[src/rtl/irq_pkg.sv]
// ---------------------------------------------------------------------------
// irq_pkg
// Shared types and constants for the interrupt pending controller.
//   irq_state_e : handshake FSM states (IDLE, PRESENT, HOLDOFF)
//   N_SRC_DEF   : default number of request sources
//   ID_W_DEF    : default request-ID width ($clog2(N_SRC_DEF))
//   MASK_RST    : per-source mask value after reset (1 = blocked)
// ---------------------------------------------------------------------------
package irq_pkg;

    localparam int N_SRC_DEF = 4;
    localparam int ID_W_DEF  = 2;

    // Every source comes out of reset blocked; the top replicates this bit.
    localparam logic MASK_RST = 1'b1;

    typedef enum logic [1:0] {
        IDLE    = 2'd0,
        PRESENT = 2'd1,
        HOLDOFF = 2'd2
    } irq_state_e;

endpackage

[src/rtl/irq_pending_ctrl_if.sv]
// ---------------------------------------------------------------------------
// irq_pending_ctrl_if
// Mask-register access and valid/ack request handshake between the pending
// controller (slave) and its consumer / software side (master).
//   mask_we   : mask write strobe              (master -> slave)
//   mask_din  : mask write data, 1 = blocked   (master -> slave)
//   mask_q    : current mask register          (slave -> master)
//   irq_valid : request presented              (slave -> master)
//   irq_id    : presented request ID           (slave -> master)
//   irq_ack   : consumer accepts irq_id        (master -> slave)
// ---------------------------------------------------------------------------
interface irq_pending_ctrl_if
    import irq_pkg::*;
#(
    parameter int N_SRC = N_SRC_DEF,
    parameter int ID_W  = ID_W_DEF
);
    logic             mask_we;
    logic [N_SRC-1:0] mask_din;
    logic [N_SRC-1:0] mask_q;
    logic             irq_valid;
    logic [ID_W-1:0]  irq_id;
    logic             irq_ack;

    modport master (
        output mask_we, mask_din, irq_ack,
        input  mask_q, irq_valid, irq_id
    );

    modport slave (
        input  mask_we, mask_din, irq_ack,
        output mask_q, irq_valid, irq_id
    );
endinterface

[src/rtl/irq_edge_detect.sv]
// ---------------------------------------------------------------------------
// irq_edge_detect
// Per-source rising-edge detector for the raw request lines.
//   clk    : clock
//   rst_n  : synchronous active-low reset
//   irq_in : raw request levels
//   rise   : one-cycle pulse per source on a 0->1 transition
// Build option IRQ_SYNC_EN: inserts a 2-flop synchronizer (reset to 0) in
// front of the edge detector, adding two cycles of capture latency.
// The history flops reset to 0, so a line already high when reset is
// released produces exactly one rising edge.
// ---------------------------------------------------------------------------
module irq_edge_detect #(
    parameter int N_SRC = 4
) (
    input  logic             clk,
    input  logic             rst_n,
    input  logic [N_SRC-1:0] irq_in,
    output logic [N_SRC-1:0] rise
);
    logic [N_SRC-1:0] irq_s;
    logic [N_SRC-1:0] hist_reg;

`ifdef IRQ_SYNC_EN
    logic [N_SRC-1:0] sync1_reg;
    logic [N_SRC-1:0] sync2_reg;

    always_ff @(posedge clk) begin
        if (!rst_n) begin
            sync1_reg <= '0;
            sync2_reg <= '0;
        end else begin
            sync1_reg <= irq_in;
            sync2_reg <= sync1_reg;
        end
    end

    assign irq_s = sync2_reg;
`else
    assign irq_s = irq_in;
`endif

    always_ff @(posedge clk) begin
        if (!rst_n) begin
            hist_reg <= '0;
        end else begin
            hist_reg <= irq_s;
        end
    end

    for (genvar gi = 0; gi < N_SRC; gi++) begin : g_rise
        assign rise[gi] = irq_s[gi] & ~hist_reg[gi];
    end
endmodule

[src/rtl/irq_pending_ctrl.sv]
// ---------------------------------------------------------------------------
// irq_pending_ctrl
// Front end of the priority encoder: captures request edges into sticky
// pending bits, applies a software mask, drives the registered masked
// pending vector to the encoder, and presents one highest-priority request
// at a time over a valid/ack handshake.
//   clk      : clock
//   rst_n    : synchronous active-low reset
//   irq_in   : raw request lines (edge detected internally)
//   pend_vec : registered pending & ~mask, encoder input
//   bus      : mask access and valid/ack handshake (slave modport)
// Build option IRQ_SYNC_EN: request lines are synchronized before edge
// detection (see irq_edge_detect); handshake behaviour is unchanged.
// ---------------------------------------------------------------------------
module irq_pending_ctrl
    import irq_pkg::*;
#(
    parameter int N_SRC = N_SRC_DEF,
    parameter int ID_W  = ID_W_DEF
) (
    input  logic               clk,
    input  logic               rst_n,
    input  logic [N_SRC-1:0]   irq_in,
    output logic [N_SRC-1:0]   pend_vec,
    irq_pending_ctrl_if.slave  bus
);
    logic [N_SRC-1:0] rise;
    logic [N_SRC-1:0] clr;
    logic [N_SRC-1:0] pending_reg;
    logic [N_SRC-1:0] pending_next;
    logic [N_SRC-1:0] mask_reg;
    logic [N_SRC-1:0] pend_vec_reg;
    irq_state_e       state_reg;
    logic             valid_reg;
    logic [ID_W-1:0]  id_reg;
    logic [ID_W-1:0]  sel_id;
    logic             sel_any;

    irq_edge_detect #(.N_SRC(N_SRC)) u_edge (
        .clk    (clk),
        .rst_n  (rst_n),
        .irq_in (irq_in),
        .rise   (rise)
    );

    // The clear targets the frozen presented ID. A new edge in the same
    // cycle re-sets the bit, so the request is not lost.
    for (genvar gi = 0; gi < N_SRC; gi++) begin : g_pend
        assign clr[gi]          = (state_reg == PRESENT) && bus.irq_ack &&
                                  (id_reg == ID_W'(gi));
        assign pending_next[gi] = (pending_reg[gi] & ~clr[gi]) | rise[gi];
    end

    always_ff @(posedge clk) begin
        if (!rst_n) begin
            pending_reg  <= '0;
            mask_reg     <= {N_SRC{MASK_RST}};
            pend_vec_reg <= '0;
        end else begin
            pending_reg  <= pending_next;
            pend_vec_reg <= pending_reg & ~mask_reg;
            if (bus.mask_we) begin
                mask_reg <= bus.mask_din;
            end
        end
    end

    // Highest set index wins; ascending scan lets later hits override.
    always_comb begin
        sel_id  = '0;
        sel_any = |pend_vec_reg;
        for (int i = 0; i < N_SRC; i++) begin
            if (pend_vec_reg[i]) begin
                sel_id = ID_W'(i);
            end
        end
    end

    // HOLDOFF gives pend_vec one edge to drop the acknowledged bit before
    // IDLE evaluates it again.
    always_ff @(posedge clk) begin
        if (!rst_n) begin
            state_reg <= IDLE;
            valid_reg <= 1'b0;
            id_reg    <= '0;
        end else begin
            case (state_reg)
                IDLE: begin
                    if (sel_any) begin
                        id_reg    <= sel_id;
                        valid_reg <= 1'b1;
                        state_reg <= PRESENT;
                    end
                end
                PRESENT: begin
                    if (bus.irq_ack) begin
                        valid_reg <= 1'b0;
                        state_reg <= HOLDOFF;
                    end
                end
                HOLDOFF: begin
                    state_reg <= IDLE;
                end
                default: begin
                    valid_reg <= 1'b0;
                    state_reg <= IDLE;
                end
            endcase
        end
    end

    assign pend_vec      = pend_vec_reg;
    assign bus.mask_q    = mask_reg;
    assign bus.irq_valid = valid_reg;
    assign bus.irq_id    = id_reg;
endmodule

[src/flat_wrapper.sv]
// flat-port wrapper written by rule: the top's interface ports become plain ports
module irq_pending_ctrl_flat import irq_pkg::*;
#(
    parameter int N_SRC = N_SRC_DEF,
    parameter int ID_W  = ID_W_DEF
)
  (clk, rst_n, irq_in, pend_vec, bus_mask_we, bus_mask_din, bus_irq_ack, bus_mask_q, bus_irq_valid, bus_irq_id);
  irq_pending_ctrl_if #(.N_SRC(N_SRC), .ID_W(ID_W)) bus_i ();
  input  logic clk;
  input  logic rst_n;
  input  logic [N_SRC-1:0] irq_in;
  output logic [N_SRC-1:0] pend_vec;
  input wire logic [$bits(bus_i.mask_we)-1:0] bus_mask_we;
  input wire logic [$bits(bus_i.mask_din)-1:0] bus_mask_din;
  input wire logic [$bits(bus_i.irq_ack)-1:0] bus_irq_ack;
  output wire logic [$bits(bus_i.mask_q)-1:0] bus_mask_q;
  output wire logic [$bits(bus_i.irq_valid)-1:0] bus_irq_valid;
  output wire logic [$bits(bus_i.irq_id)-1:0] bus_irq_id;
  assign bus_i.mask_we = bus_mask_we;
  assign bus_i.mask_din = bus_mask_din;
  assign bus_i.irq_ack = bus_irq_ack;
  assign bus_mask_q = bus_i.mask_q;
  assign bus_irq_valid = bus_i.irq_valid;
  assign bus_irq_id = bus_i.irq_id;
  irq_pending_ctrl #(.N_SRC(N_SRC), .ID_W(ID_W)) u_core (.clk(clk), .rst_n(rst_n), .irq_in(irq_in), .pend_vec(pend_vec), .bus(bus_i));
endmodule
[config.mk]
export PLATFORM = sky130hd
export DESIGN_NAME = irq_pending_ctrl_flat
export DESIGN_NICKNAME = d
export VERILOG_FILES = /design/src/rtl/irq_pkg.sv /design/src/rtl/irq_pending_ctrl_if.sv /design/src/rtl/irq_edge_detect.sv /design/src/rtl/irq_pending_ctrl.sv /design/src/flat_wrapper.sv
export SDC_FILE = /design/constraint.sdc
export NUM_CORES = 1
export LEC_CHECK = 0
export BUFFER_PORTS_ARGS = -buffer_cell sky130_fd_sc_hd__buf_2
export CORE_UTILIZATION = 47
export DETAILED_ROUTE_END_ITERATION = 8
export GPL_TIMING_DRIVEN = 0
export PLACE_DENSITY_LB_ADDON = 0.05
export SLEW_MARGIN = 15
export SYNTH_ARGS = -nofsm -noshare
export SYNTH_HDL_FRONTEND = slang
export SYNTH_SLANG_ARGS = --single-unit
[constraint.sdc]
create_clock -name clk -period 1.3 [get_ports clk]
set_clock_uncertainty 0.05 [all_clocks]
set_input_delay 0.26 -clock clk [delete_from_list [all_inputs] [get_ports clk]]
set_output_delay 0.26 -clock clk [all_outputs]
set_load 0.02 [all_outputs]
== Yosys cells after proc, flatten, opt, wreduce, memory -nomap -nowiden ==
Index checks and enable logic that the tools add are counted.
Word-level totals
  input bits: 12
  output and inout bits: 11
  word-level logic and storage cells: 57
  RAM bits: 0
  bits in latches: 0
  memories: 0
  bits in registers: 21
  ROM bits: 0
Cells by class
  eq/ne operators: 7
  mux-type cells: 9
  divide/modulo/power cells: 0
  magnitude comparators: 0
  bitwise gates (word level): 23
  shifts and indexed selects: 0
  $add $sub $neg: 0
  multiply operators: 0
  reduce and logical (&&, ||, !) cells: 11
Operator list (number)
  $not 1->1: 9
  $and 1x1->1: 8
  $mux 2: 4
  $eq 2x2->1 const B: 3
  $logic_and 1x1->1: 5
  $and 4x4->4: 1
  $eq 2x1->1 const B: 2
  $logic_not 2->1: 2
  $not 4->4: 1
  $or 1x1->1: 4
  $pmux 2 s2: 1
  $reduce_and 2->1: 2
  $reduce_or 4->1: 1
  $mux 1: 3
  $pmux 1 s3: 1
  $reduce_and 3->1: 1
  $ne 2x1->1 const B: 1
  $ne 2x2->1 const B: 1

== Depth between registers and ports, before layout ==
Gate-level depths: netlist of the first run.
  word-level depth: 6
  mapped depth: 3
  depth with buffers taken out: 3

== Cells and area by module ==
From an unflattened synthesis of the first run, not the netlist that was laid out.
Unflattened totals
  cells, all modules: 78
  area, all modules: 750.7 sq um
Modules (own cells, without submodules)
  irq_pending_ctrl: cells each 66, seq. area each 340.3 sq um, area each 620.6 sq um, instances 1
  irq_edge_detect: cells each 12, seq. area each 80.1 sq um, area each 130.1 sq um, instances 1

== Worst setup path after synthesis of the first run ==
OpenSTA, ideal clock, no wires.
  kind: register -> register
  start point: register u_core.id_reg[1] (netlist: u_core.bus.irq_id[1])
  end point: register u_core.pending_reg[3]
  path buffers: 0
  slack: 0.232 ns
  arrival time: 0.904 ns
  required time: 1.135 ns
  setup time: 0.115 ns
  cell stages (with the launch flop): 4
  period minus slack after synthesis: 1.068 ns
  cells stage by stage: dfxtp_1 -> and4b_1 -> a21boi_1 -> o21a_1
Between the ends
  longest elaborated chain between the ends: 5
Ends and longest elaborated chain
  start: declaration: line irq_pending_ctrl.sv:35  | logic [ID_W-1:0] id_reg;
  start signal: assignment: line irq_pending_ctrl.sv:90  | id_reg <= sel_id;
  $eq 2x2->1: line irq_pending_ctrl.sv:50  | (id_reg == ID_W'(gi));
  $logic_and 1x1->1: line irq_pending_ctrl.sv:49  | assign clr[gi] = (state_reg == PRESENT) && bus.irq_ack &&
  $not 1->1: line irq_pending_ctrl.sv:51  | assign pending_next[gi] = (pending_reg[gi] & ~clr[gi]) | rise[gi];
  $and 1x1->1: line irq_pending_ctrl.sv:51
  $or 1x1->1: line irq_pending_ctrl.sv:51
  end signal: assignment: line irq_pending_ctrl.sv:60  | pending_reg <= pending_next;
  end: declaration: line irq_pending_ctrl.sv:29  | logic [N_SRC-1:0] pending_reg;
No other way between the ends.
A chain may end at the register's enable or synchronous reset.

== Worst setup path after layout of the first run ==
  start point: register u_core.id_reg[0] (netlist: u_core.bus.irq_id[0])
  end point: output bus_irq_id[0]
RTL lines
  end: declaration: line flat_wrapper.sv:18  | output wire logic [$bits(bus_i.irq_id)-1:0] bus_irq_id;
No word-level cell between the ends.

==> results of run 1 <==
routing by layer:
layer / vias up / GRT usage / routed length, µm
met5: - / 0 / 0
met4: 0 / 0.113 / 17
met3: 4 / 0.0259 / 43
met2: 11 / 0.317 / 672
met1: 272 / 0.205 / 576
li1: 310 / - / -
cells by family after synthesis:
family	Yosys count
flip-flops	21
AO/OA/AOI/OAI	16
multiplexers	5
AND/OR/NAND/NOR	32
buffers and inverters	3
cell type report:
type	instances	area [µm²]	share of cell area
plain buffers	3	13.8	0.0150
clock buffers	4	26.3	0.0287
multi-input cells	53	328	0.358
flip-flops and latches	21	422	0.461
well taps	16	20.0	0.0219
repair buffers	21	105	0.115
cells in the mapped netlist:
master	count	area share
clkbuf_1	1	0.0049
buf_2	1	0.0066
o31ai_1	1	0.0099
and4b_1	1	0.013
nor2b_1	5	0.041
o21a_1	4	0.039
mux2i_1	5	0.066
and4b_2	1	0.015
and2_1	5	0.041
nand2_1	9	0.044
nor3b_1	1	0.0099
clkbuf_2	1	0.0066
a21boi_2	1	0.015
o21ai_0	5	0.033
nor2_1	9	0.044
a21boi_1	2	0.020
and4bb_1	1	0.016
a21oi_1	2	0.013
a21boi_0	1	0.0099
dfxtp_1	21	0.55
per-stage QoR:
stage,instance area (µm²),total power [W]
4_1_cts,913,0.00112
2_1_floorplan,762,0.000782
6_report,915,0.00111
5_1_grt,915,0.00116
3_5_place_dp,887,0.000825
3_3_place_gp,887,0.000822
power by group through the flow:
stage	Combinational, W	Sequential (W)	Clock, W
global route	0.000133	0.000698	0.000330
finish	0.000117	0.000692	0.000299
global placement	0.000116	0.000706	0
floorplan	0.0000614	0.000720	0
CTS	0.000120	0.000692	0.000311
detailed placement	0.000118	0.000707	0
layout by cell type (no fill, tap or decap):
cell      instances
nand2_1           9
nor2b_1           5
nor3b_1           1
a21oi_1           2
clkbuf_4          3
and2_1            5
dfxtp_2           1
nor2_1            9
dfxtp_1          20
clkbuf_2          1
buf_2            22
clkbuf_1          2
o21a_1            4
a21boi_2          1
and4bb_1          1
mux2i_1           5
and4b_2           1
o21ai_0           5
a21boi_1          2
o31ai_1           1
a21boi_0          1
and4b_1           1
how the worst min path moves through the flow:
stage                          start                        end  slack, ps  depth (start not counted)
2_1_floorplan              irq_in[0]  u_core.u_edge.hist_reg[0]        330                          1
3_3_place_gp   u_core.pending_reg[1]         u_core.pend_vec[1]        370                          2
3_5_place_dp   u_core.pending_reg[1]         u_core.pend_vec[1]        380                          2
4_1_cts                    irq_in[1]  u_core.u_edge.hist_reg[1]        110                          2
5_1_grt                    irq_in[2]  u_core.u_edge.hist_reg[2]        120                          2
6_report                   irq_in[0]  u_core.u_edge.hist_reg[0]        110                          2
==> results_tabular.tex, run 1 <==
\begin{tabular}{lr}
\hline
Metric & Value \\
\hline
\multicolumn{2}{l}{\textbf{Status}} \\
\quad Status & finished, final reports clean \\
\multicolumn{2}{l}{\textbf{Setup path}} \\
\quad Crit end category & output pin \\
\quad Start point of the critical path & u\_core.bus.irq\_id[0] \\
\quad Worst EP required & 990 ps \\
\quad Reg-to-Reg End & u\_core.pending\_reg[3] \\
\quad Kind of critical path & reg2out \\
\quad Startpoint kind of the worst setup timing path & flop \\
\quad Worst-path maximum fanout & 6 \\
\quad Number of logic stages on the critical path including buffering & 1 \\
\quad Endpoint of the most critical setup path & bus\_irq\_id[0] \\
\quad Sum of buffers and inverters on the critical path & 1 \\
\quad Worst path cell trace & buf\_2 \\
\quad Critical Path Max Stage Delay & 400 ps \\
\quad CP max-delay cell & dfxtp\_2 \\
\quad Logic depth of the worst register-to-register path & 3 \\
\quad Startpoint of the worst register-to-register path & u\_core.state\_reg[0] \\
\quad Endpoint arrival time on the critical path & 880 ps \\
\quad Worst reg2reg setup slack & 230 ps \\
\quad Kind of cell adding the most delay to the critical path & flip-flops \\
\multicolumn{2}{l}{\textbf{Finish}} \\
\quad Layout overhead on the synthesized area & 20.0\% \\
\quad Number of nets in the layout & 115 \\
\quad Number of standard cells in the layout, taps in and fillers out & 118 \\
\quad Core Util, Final & 0.607 \\
\quad Ant diodes & 0 \\
\quad Layout cells sized above 1 & 0.284 \\
\quad Fill cell instance count of the final layout & 141 \\
\multicolumn{2}{l}{\textbf{Placed design}} \\
\quad Number of input and output port buffers inserted & 21 \\
\quad Placer's final routability congestion estimate & 0.720 \\
\quad Detailed Place HPWL & 978 µm \\
\quad Setup slack after placement & 236 ps \\
\quad Cell count after placement & 114 \\
\multicolumn{2}{l}{\textbf{Logic synthesis}} \\
\quad Nets in the synthesized netlist & 89 \\
\quad Xor/xnor share of the synthesized area & 0 \\
\quad Combined area of all synthesized cells & 762 µm² \\
\quad Post-synthesis register bit count & 21 \\
\quad Simple-gate area share of the yosys netlist & 0.225 \\
\quad Post-synthesis compound-gate area fraction & 0.140 \\
\quad Adder-cell area share of the yosys netlist & 0 \\
\quad Fraction of synthesized area in multiplexers & 0.0657 \\
\quad Cells after Synth & 77 \\
\quad Yosys warning count & 0 \\
\quad Sequential-to-total area share from yosys stat & 0.552 \\
\quad Main combinational cell family by area after synthesis & simple AND/OR/NAND/NOR gates \\
\quad Number of distinct library cell variants in the gate-level netlist after synthesis & 20 \\
\quad Mean instance size in the synthesized netlist & 9.90 µm² \\
\multicolumn{2}{l}{\textbf{STA}} \\
\quad Measured slew at the worst slew-check pin & 264 ps \\
\quad Number of hold violations in the final report & 0 \\
\quad Final max-slew violation count & 0 \\
\quad Max transition margin & 0.824 \\
\quad Post-route clock period utilization & 0.912 \\
\quad Fin Setup TNS & 0 ps \\
\quad Setup repair after global routing missed its margin & no \\
\quad Hold WS & 113 ps \\
\quad Final setup viols & 0 \\
\quad Timing-limited maximum frequency & 0.844 GHz \\
\quad Post-route worst setup slack & 115 ps \\
\quad Final critical delay including setup and external delays & 1190 ps \\
\multicolumn{2}{l}{\textbf{Clock network}} \\
\quad Clock Latency Late Sink & 300 ps \\
\quad Cell chosen for the clock root & clkbuf\_4 \\
\quad Buffer levels on the longest clock path & 2 \\
\quad Num CTS Buffers & 3 \\
\quad Number of buffers inserted for hold repair after clock tree synthesis & 0 \\
\quad Total of cells resized after clock tree synthesis & 0 \\
\quad TritonCTS clock tree & built \\
\quad Sinks on Clock Net & 21 \\
\quad Clock Pin Slew Worst Setup and Hold Paths & 110 ps \\
\quad Number of buffers inserted to repair setup after CTS & 0 \\
\quad Maximum level of the CTS H-tree & 1 \\
\multicolumn{2}{l}{\textbf{Global route}} \\
\quad Via count of the first global-routing pass & 588 \\
\quad Pin count of the biggest net entering global routing & 12 \\
\quad Total routing resource utilization after global routing & 0.181 \\
\quad Grt ovf & 0 \\
\quad First-pass GRT wire length & 2.39 mm \\
\quad Initial antenna violation count & 0 \\
\multicolumn{2}{l}{\textbf{Routing}} \\
\quad Post-route DRC violation count & 0 \\
\quad Number of detailed-route iterations in the first pass & 2 \\
\quad Per-cell routed wire length & 11.1 µm \\
\quad Number of nets still failing antenna checks after routing & 0 \\
\quad Vias per std cell & 5.06 \\
\quad First DRT Iteration DRCs & 10 \\
\quad Wirelength, routed & 1.31 mm \\
\quad Vias & 597 \\
\multicolumn{2}{l}{\textbf{Power}} \\
\quad Sequential Power Share & 0.624 \\
\quad Fraction of power consumed by the clock network & 0.270 \\
\quad Worst IR drop on VDD & 665 µV \\
\quad Comb power frac & 0.106 \\
\quad Cell-internal power & 0.000851 W \\
\quad Switching power & 0.000258 W \\
\quad Total power per unit cell area & 1210 mW/mm² \\
\quad Switching Fraction & 0.233 \\
\quad Static leakage power & 0.413 nW \\
\multicolumn{2}{l}{\textbf{Floorplanning}} \\
\quad Row count & 14 \\
\quad Effective utilization at floorplan & 0.506 \\
\quad Core area & 0.00151 mm² \\
\quad I/O pin total & 23 \\
\quad Die height & 42.3 µm \\
\quad Die outline area & 0.00179 mm² \\
\quad Chip Width & 42.3 µm \\
\multicolumn{2}{l}{\textbf{Flow run}} \\
\quad Max-cap violation count & 0 \\
\multicolumn{2}{l}{\textbf{Worst hold path}} \\
\quad Type of the most critical hold path & in2reg \\
\hline
\end{tabular}
No activity file was read; power rests on OpenSTA's default activity.
==> run 2, diff against run 1 <==
- RECOVER_POWER: default -> 50
==> results_tabular.tex, run 2 (synthesis results as in run 1) <==
\begin{tabular}{lr}
\hline
Metric & Value \\
\hline
\multicolumn{2}{l}{\textbf{Setup path}} \\
\quad Worst-path maximum fanout & 6 (unchanged) \\
\quad Worst path cell trace & buf\_2 \\
\quad Crit end category & output pin \\
\quad Endpoint arrival time on the critical path & 880 ps (about the same) \\
\quad Worst EP required & 990 ps (about the same) \\
\quad Kind of critical path & reg2out \\
\quad CP max-delay cell & dfxtp\_2 \\
\quad Critical Path Max Stage Delay & 400 ps (about the same) \\
\quad Startpoint kind of the worst setup timing path & flop \\
\quad Sum of buffers and inverters on the critical path & 1 (unchanged) \\
\quad Kind of cell adding the most delay to the critical path & flip-flops \\
\multicolumn{2}{l}{\textbf{Placed design}} \\
\quad Number of input and output port buffers inserted & 21 (unchanged) \\
\quad Detailed Place HPWL & 978 µm (unchanged) \\
\quad Placer's final routability congestion estimate & 0.720 (unchanged) \\
\multicolumn{2}{l}{\textbf{STA}} \\
\quad Hold WS & 115 ps (+2.83 ps) \\
\quad Final critical delay including setup and external delays & 1190 ps (+0.706 ps) \\
\quad Fin Setup TNS & 0 ps (unchanged) \\
\quad Timing-limited maximum frequency & 0.843 GHz (about the same) \\
\quad Final max-slew violation count & 0 (unchanged) \\
\quad Number of hold violations in the final report & 0 (unchanged) \\
\quad Max transition margin & 0.719 (-0.105) \\
\quad Final setup viols & 0 (unchanged) \\
\quad Setup repair after global routing missed its margin & no \\
\quad Post-route clock period utilization & 0.912 (about the same) \\
\quad Measured slew at the worst slew-check pin & 422 ps (+158 ps) \\
\multicolumn{2}{l}{\textbf{Finish}} \\
\quad Ant diodes & 0 (unchanged) \\
\quad Area occupied by multi-input gates & 328 µm² (unchanged) \\
\quad Most frequent cells in the layout & buf\_2, dfxtp\_1, nor2\_1, nand2\_1 \\
\quad Layout overhead on the synthesized area & 19.5\% \\
\quad Layout cells sized above 1 & 0.255 (-0.0294) \\
\quad Register area & 422 µm² (unchanged) \\
\quad Number of nets in the layout & 115 (unchanged) \\
\quad Fill cell instance count of the final layout & 144 (+2.1\%) \\
\multicolumn{2}{l}{\textbf{Routing}} \\
\quad Vias per std cell & 5.05 (-0.17\%) \\
\quad Number of detailed-route iterations in the first pass & 2 (unchanged) \\
\quad Per-cell routed wire length & 11.1 µm (about the same) \\
\quad Number of nets still failing antenna checks after routing & 0 (unchanged) \\
\quad Post-route DRC violation count & 0 (unchanged) \\
\quad Wirelength, routed & 1.31 mm (about the same) \\
\quad Vias & 596 (-0.17\%) \\
\quad First DRT Iteration DRCs & 6 (-4) \\
\multicolumn{2}{l}{\textbf{Status}} \\
\quad Status & finished, final reports clean \\
\multicolumn{2}{l}{\textbf{Clock network}} \\
\quad Cell chosen for the clock root & clkbuf\_4 \\
\quad TritonCTS clock tree & built \\
\quad Buffer levels on the longest clock path & 2 (unchanged) \\
\quad Total of cells resized after clock tree synthesis & 0 (unchanged) \\
\quad Maximum level of the CTS H-tree & 1 (unchanged) \\
\quad Number of buffers inserted to repair setup after CTS & 0 (unchanged) \\
\quad Clock Latency Late Sink & 290 ps (about the same) \\
\quad Clock Pin Slew Worst Setup and Hold Paths & 110 ps (about the same) \\
\quad Sinks on Clock Net & 21 (unchanged) \\
\quad Number of buffers inserted for hold repair after clock tree synthesis & 0 (unchanged) \\
\quad Num CTS Buffers & 3 (unchanged) \\
\multicolumn{2}{l}{\textbf{Flow run}} \\
\quad Max-cap violation count & 0 (unchanged) \\
\multicolumn{2}{l}{\textbf{Floorplanning}} \\
\quad Chip Width & 42.3 µm (unchanged) \\
\quad Die height & 42.3 µm (unchanged) \\
\quad Die outline area & 0.00179 mm² (unchanged) \\
\quad Effective utilization at floorplan & 0.506 (unchanged) \\
\quad I/O pin total & 23 (unchanged) \\
\quad Row count & 14 (unchanged) \\
\quad Core area & 0.00151 mm² (unchanged) \\
\multicolumn{2}{l}{\textbf{Global route}} \\
\quad Grt ovf & 0 (unchanged) \\
\quad Initial antenna violation count & 0 (unchanged) \\
\quad Pin count of the biggest net entering global routing & 12 (unchanged) \\
\quad Via count of the first global-routing pass & 588 (unchanged) \\
\quad First-pass GRT wire length & 2.39 mm (unchanged) \\
\quad Total routing resource utilization after global routing & 0.181 (unchanged) \\
\multicolumn{2}{l}{\textbf{Power}} \\
\quad Static leakage power & 0.404 nW (-2.2\%) \\
\quad Worst IR drop on VDD & 658 µV (-1.0\%) \\
\quad Total power per unit cell area & 1210 mW/mm² (about the same) \\
\multicolumn{2}{l}{\textbf{Worst hold path}} \\
\quad Type of the most critical hold path & in2reg \\
\hline
\end{tabular}
run 2: area by class of cell:
| type | instances | area share |
|---|---|---|
| multi-input cells | 53 | 0.360 |
| plain buffers | 3 | 0.0124 |
| clock buffers | 4 | 0.0288 |
| repair buffers | 21 | 0.114 |
| well taps | 16 | 0.0220 |
| flip-flops and latches | 21 | 0.463 |
run 2: metal layers:
| metal | vias up | routed length [µm] | global-route usage |
|---|---|---|---|
| li1 | 311 | - | - |
| met5 | - | 0 | 0 |
| met3 | 4 | 42 | 0.0259 |
| met4 | 0 | 17 | 0.113 |
| met2 | 11 | 665 | 0.317 |
| met1 | 270 | 583 | 0.205 |
run 2: worst register-to-register path: cells and delay by family, from the launching register on:
kind / cells / cell delay (ps)
compound gates: 2 / 240
flops: 1 / 430
simple gates: 1 / 270
run 2: final timing paths:
kind / from / end / slack [ps] / cells past startpoint
max reg2reg: u_core.state_reg[0] / u_core.pending_reg[3] / 220 / 3
max: u_core.bus.irq_id[0] / bus_irq_id[0] / 110 / 1
min reg2reg: u_core.bus.mask_q[2] / u_core.pend_vec[2] / 390 / 1
min: irq_in[0] / u_core.u_edge.hist_reg[0] / 120 / 2
run 2: where the power goes:
part           leakage, nW  internal [W]  switching, W
Clock               0.0150      0.000119      0.000177
Combinational        0.216     0.0000548     0.0000611
Sequential           0.173      0.000675     0.0000173
Total                0.404      0.000849      0.000255
run 2: through the flow:
step | std cells | cell area (µm²) | utilization | total power, W | setup slack [ps]
after global placement | 114 | 887 | 0.589 | 0.000822 | 239
after detailed placement | 114 | 887 | 0.589 | 0.000825 | 236
final | 118 | 911 | 0.605 | 0.00110 | 114
after CTS | 118 | 913 | 0.606 | 0.00112 | 30.1
after global routing | 118 | 911 | 0.605 | 0.00116 | 73.5
after floorplan | 77 | 762 | - | 0.000782 | 232
